**config.mk**
```make
export PLATFORM = sky130hd
export DESIGN_NAME = muldiv_unit
export DESIGN_NICKNAME = d
export VERILOG_FILES = /design/src/rtl/muldiv_unit.sv
export SDC_FILE = /design/constraint.sdc
export NUM_CORES = 1
export LEC_CHECK = 0
export BUFFER_PORTS_ARGS = -buffer_cell sky130_fd_sc_hd__buf_2
export CORE_ASPECT_RATIO = 2
export CORE_UTILIZATION = 45
export CTS_BUF_LIST = sky130_fd_sc_hd__clkbuf_4
export DETAILED_ROUTE_END_ITERATION = 10
export GPL_TIMING_DRIVEN = 0
export PLACE_DENSITY_LB_ADDON = 0.3
export SKIP_CTS_REPAIR_TIMING = 1
export SLEW_MARGIN = 0
export SYNTH_ARGS = -nofsm -noshare
export SYNTH_HDL_FRONTEND = slang
export SYNTH_SLANG_ARGS = --single-unit
```
**constraint.sdc**
```tcl
create_clock -name clk -period 16.35 [get_ports clk]
set_input_delay 0.8175 -clock clk [delete_from_list [all_inputs] [get_ports clk]]
set_output_delay 0.8175 -clock clk [all_outputs]
set_load 0.02 [all_outputs]
```
**src/rtl/muldiv_unit.sv**
```systemverilog
// Iterative multiply/divide unit with HI/LO result registers.
// One shift-add (multiply) or restoring shift-subtract (divide) step per clock; WIDTH steps per operation.
module muldiv_unit #(
  parameter int unsigned WIDTH = 32
) (
  input  logic             clk,
  input  logic             rst,
  input  logic [WIDTH-1:0] A,
  input  logic [WIDTH-1:0] B,
  input  logic             start,
  input  logic [1:0]       op,
  input  logic             hi_we,
  input  logic             lo_we,
  output logic [WIDTH-1:0] hi,
  output logic [WIDTH-1:0] lo,
  output logic             busy,
  output logic             done,
  output logic             div_by_zero
);

  localparam int unsigned CW = (WIDTH > 1) ? $clog2(WIDTH) : 1;

  typedef enum logic [1:0] {
    IDLE,
    RUN,
    FIN
  } state_t;

  state_t state, state_next;

  logic [CW-1:0]    cnt;
  logic             is_div;
  logic             neg_lo;
  logic             neg_hi;
  logic             dvz;
  logic [WIDTH:0]   acc;
  logic [WIDTH-1:0] q;
  logic [WIDTH-1:0] d;
  logic [WIDTH-1:0] a_raw;

  logic             signed_op;
  logic             a_neg;
  logic             b_neg;
  logic [WIDTH-1:0] a_mag;
  logic [WIDTH-1:0] b_mag;

  logic [WIDTH:0]     mult_sum;
  logic [WIDTH:0]     div_shift;
  logic [WIDTH:0]     div_diff;
  logic [WIDTH:0]     acc_step;
  logic [WIDTH-1:0]   q_step;
  logic [2*WIDTH-1:0] prod;
  logic [2*WIDTH-1:0] prod_fix;
  logic [WIDTH-1:0]   q_fix;
  logic [WIDTH-1:0]   r_fix;

  assign signed_op = ~op[0];
  assign a_neg     = signed_op & A[WIDTH-1];
  assign b_neg     = signed_op & B[WIDTH-1];
  assign a_mag     = a_neg ? -A : A;
  assign b_mag     = b_neg ? -B : B;

  assign busy = (state != IDLE);

  // acc/q are shared: multiply keeps {upper partial, multiplier}; divide keeps {remainder, dividend/quotient}
  always_comb begin
    mult_sum  = acc;
    div_shift = {acc[WIDTH-1:0], q[WIDTH-1]};
    div_diff  = div_shift - {1'b0, d};
    acc_step  = acc;
    q_step    = q;
    if (is_div) begin
      if (!div_diff[WIDTH]) begin
        acc_step = div_diff;
        q_step   = {q[WIDTH-2:0], 1'b1};
      end else begin
        acc_step = div_shift;
        q_step   = {q[WIDTH-2:0], 1'b0};
      end
    end else begin
      mult_sum = acc + (q[0] ? {1'b0, d} : '0);
      acc_step = {1'b0, mult_sum[WIDTH:1]};
      q_step   = {mult_sum[0], q[WIDTH-1:1]};
    end
  end

  always_comb begin
    prod     = {acc[WIDTH-1:0], q};
    prod_fix = neg_lo ? -prod : prod;
    q_fix    = neg_lo ? -q : q;
    r_fix    = neg_hi ? -acc[WIDTH-1:0] : acc[WIDTH-1:0];
  end

  always_comb begin
    state_next = state;
    case (state)
      IDLE:    if (start) state_next = RUN;
      RUN:     if (cnt == CW'(WIDTH - 1)) state_next = FIN;
      FIN:     state_next = IDLE;
      default: state_next = IDLE;
    endcase
  end

  always_ff @(posedge clk or posedge rst) begin
    if (rst) state <= IDLE;
    else     state <= state_next;
  end

  always_ff @(posedge clk or posedge rst) begin
    if (rst) begin
      hi          <= '0;
      lo          <= '0;
      done        <= 1'b0;
      div_by_zero <= 1'b0;
      cnt         <= '0;
      is_div      <= 1'b0;
      neg_lo      <= 1'b0;
      neg_hi      <= 1'b0;
      dvz         <= 1'b0;
      acc         <= '0;
      q           <= '0;
      d           <= '0;
      a_raw       <= '0;
    end else begin
      done <= 1'b0;
      case (state)
        IDLE: begin
          if (start) begin
            is_div <= op[1];
            neg_lo <= a_neg ^ b_neg;
            neg_hi <= a_neg;
            dvz    <= op[1] && (B == '0);
            a_raw  <= A;
            acc    <= '0;
            cnt    <= '0;
            if (op[1]) begin
              q <= a_mag;
              d <= b_mag;
            end else begin
              q <= b_mag;
              d <= a_mag;
            end
          end else begin
            if (hi_we) hi <= A;
            if (lo_we) lo <= A;
          end
        end
        RUN: begin
          acc <= acc_step;
          q   <= q_step;
          cnt <= cnt + CW'(1);
        end
        FIN: begin
          done        <= 1'b1;
          div_by_zero <= dvz;
          if (dvz) begin
            hi <= a_raw;
            lo <= '1;
          end else if (is_div) begin
            hi <= r_fix;
            lo <= q_fix;
          end else begin
            hi <= prod_fix[2*WIDTH-1:WIDTH];
            lo <= prod_fix[WIDTH-1:0];
          end
        end
        default: ;
      endcase
    end
  end

endmodule

```
==> flow_metrics.py <==
metrics = {
    "worst_setup_path": {
        "cpLargestDelayFamily": "compound AO/OA/AOI/OAI gates",
        "reg2reg_depth": 15,
        "max_stage_delay_ns": 0.76,
        "required_ns": 16.98,
        "regToRegSetupSlack_ns": 10.26,
        "r2r-end": "acc[31]",
        "startpoint": "acc[6]",
        "crit_buf_inv": 2,
        "worstSetupPathType": "reg -> reg",
        "cp_max_fo": 10,
        "path_cells": "ha_1, a21o_1, or3_1, o2111ai_1, a21oi_1, a41o_1, a311oi_2, o21ai_0, a31oi_1, o21ai_0, ha_1, buf_1, clkbuf_1, nand3_1, a32o_1",
        "crit_slowest_cell": "dfrtp_1",
        "arrival_ns": 6.72,
        "worstReg2RegStart": "acc[6]",
        "cp-start-kind": "flip-flop",
        "endpoint_kind": "flip-flop",
    },
    "power_and_ir_drop": {
        "powerDensity_nw_per_um2": 242,
        "ir_worst_vdd_mv": 0.136,
        "p_leak_nw": 7.72,
    },
    "timing": {
        "layout_setup_ws_ns": 10.26,
        "tightest_slew_ns": 1.24,
        "fin_skew_ns": 0.0631,
        "setup_viol": 0,
        "finalHoldViolCount": 0,
        "rsz0062_at_grt": "false",
        "max_freq_ghz": 0.164,
        "slew_viol_final": 0,
        "min_period_ns": 6.09,
        "tns_ns": 0,
        "maxSlewHeadroom_pct": 16.4,
        "period_share_pct": 37.2,
    },
    "routing": {
        "dr.pass1.iters": 6,
        "wl_um": 76300,
        "antenna_left": 0,
        "first_iter_violations": 1712,
        "wl_per_cell_um": 28.5,
        "remaining_drc_errors": 0,
        "via_per_inst": 6.42,
        "via_count": 17209,
    },
    "yosys": {
        "avgSynthCellArea_um2": 7.95,
        "async_flop_share_pct": 100,
        "synthAdderAreaFrac_pct": 5.79,
        "synth_area_leaders": "dfrtp_1 (32%), nand2_1 (6.5%), xnor2_1 (5.6%)",
        "synth_edf_count": 0,
        "yosys.area.top_type_share_pct": 32.1,
        "ys_warn_count": 0,
        "yosysSeqAreaShare_pct": 32.1,
        "synth.most_common_cell": "nand2_1",
        "post_synth_num_cell_types": 87,
        "synthTopCellsByCount": "nand2_1 (276), dfrtp_1 (206), o21ai_0 (180)",
        "syn_area_um2": 16000,
        "synth-xor-area-share_pct": 8.95,
        "synth_compound_area_share_pct": 26.4,
        "ys_ff_latch": 206,
        "ys.flop_type": "dfrtp_1",
        "yosysTopAreaCell": "dfrtp_1",
        "synthCells": 2018,
        "synth_top_family_by_area": "compound AO/OA/AOI/OAI gates",
        "synth.net_count": 2162,
        "synthSimpleGateAreaFrac_pct": 18.7,
        "synth_mux_area_share_pct": 3.02,
    },
    "global_routing": {
        "antenna_found_initial": 5,
        "first_global_vias": 17221,
        "track_usage_pct": 42.6,
        "grt_pass1_wl_um": 111000,
        "grt_max_degree": 109,
        "grt_overflow": 0,
    },
    "layout": {
        "fillers": 3535,
        "layout-drive-gt1-share_pct": 11.5,
        "nets": 2342,
        "layout.cells.non_filler": 2681,
        "area_delta_synth_final_pct": 11.7,
        "design_area_um2": 17900,
        "post-route-util_pct": 51.1,
    },
    "run": {
        "cap_violations": 0,
    },
    "place": {
        "place_area_um2": 17300,
        "post-dp-hpwl_um": 57700,
        "portBuffers": 126,
        "routabilityCongestion": 1.08,
        "place_inst": 2590,
        "preCtsSetupSlack_ns": 10.51,
    },
    "clock_tree": {
        "cts-root-buf": "clkbuf_4",
        "cts_tree": "built",
        "clock_latency_ns": 0.77,
        "clock-sinks": 206,
        "clk_transition_reported_paths_ns": 0.08,
        "cts_max_level": 2,
        "clk_path_buf_depth": 3,
        "cts_buffers": 51,
    },
    "floorplanning": {
        "rows": 97,
        "dieHeight_um": 269,
        "die_area_um2": 36500,
        "coreArea_um2": 35100,
        "die_x_um": 136,
        "io-pin-count": 138,
        "start_util_pct": 45.8,
    },
    "outcome": {
        "outcome": "finished, final reports clean",
    },
    "min_path": {
        "hold_path.class": "in -> async",
    },
}
-- through the flow --
| stage | hold WS, ns | power (W) |
|---|---|---|
| finish | 0.175 | 0.00434 |
| global route | 0.246 | 0.00459 |
| CTS | 0.173 | 0.00425 |
| detailed placement | 0.462 | 0.00378 |
| global placement | 0.460 | 0.00373 |
| floorplan | 0.445 | 0.00288 |
-- cell families after synthesis --
logic type / after synthesis
xor+xnor: 164
simple gates: 652
buf+inv: 209
flops: 206
mux: 48
compound gates: 666
fa+ha+maj: 73
-- layout make-up --
| cell class | count | area (um2) | area share (%) |
|---|---|---|---|
| timing repair buffer | 127 | 658 | 3.67 |
| antenna | 3 | 7.51 | 0.0419 |
| tap | 445 | 557 | 3.11 |
| inverter | 69 | 267 | 1.49 |
| sequential | 206 | 5150 | 28.8 |
| clock inverter | 16 | 100 | 0.559 |
| buffer | 140 | 544 | 3.04 |
| clock buffer | 72 | 541 | 3.02 |
| multi-input combinational | 1603 | 10100 | 56.3 |
-- state kept, by name, summed over array words and instances (netlist names) --
signal / flops
q: 32
neg_hi: 1
state: 2
done: 1
dvz: 1
a_raw: 32
lo: 32
hi: 32
acc: 33
div_by_zero: 1
d: 32
neg_lo: 1
cnt: 5
is_div: 1
-- layer usage --
metal | up-vias | GRT usage (%) | wire (um)
met2 | 943 | 71.8 | 36700
met5 | - | 0 | 12
li1 | 7630 | - | -
met1 | 8236 | 40.1 | 24100
met4 | 2 | 42.2 | 8790
met3 | 398 | 13.1 | 6690
-- how the worst max path moves through the flow --
stage,to,cells past startpoint
floorplan,a_raw[0],1
global placement,acc[5],2
detailed placement,acc[31],15
CTS,acc[31],15
global route,acc[31],15
finish,acc[31],15
-- worst reg2reg max path: stages (launching register included) --
cell and delay, ns:
dfrtp_1 0.76, ha_1 0.42, a21o_1 0.23, or3_1 0.31, o2111ai_1 0.11, a21oi_1 0.12
a41o_1 0.35, a311oi_2 0.54, o21ai_0 0.25, a31oi_1 0.33, o21ai_0 0.19, ha_1 0.54
buf_1 0.61, clkbuf_1 0.70, nand3_1 0.20, a32o_1 0.33
-- cell usage in the layout, fill, tap and decap left out, drive strengths merged, types with 14 or more instances in the layout --
master,instances
nor2,174
xor2,61
inv,69
o21ai,189
o31ai,30
a21o,32
nand2,277
nor3,34
a31oi,16
a21oi,166
ha,71
dfrtp,206
xnor2,103
nand2b,22
o22ai,38
nor4,18
buf,152
a211oi,66
mux2i,45
o211ai,29
nand3,28
clkbuf,187
or3,14
-- report_power, final --
group | internal (W) | switching (W)
registers | 0.000759 | 0.000299
logic | 0.00104 | 0.00178
clock network | 0.000219 | 0.000242
total | 0.00202 | 0.00232
(Power assumes the default switching activity.)
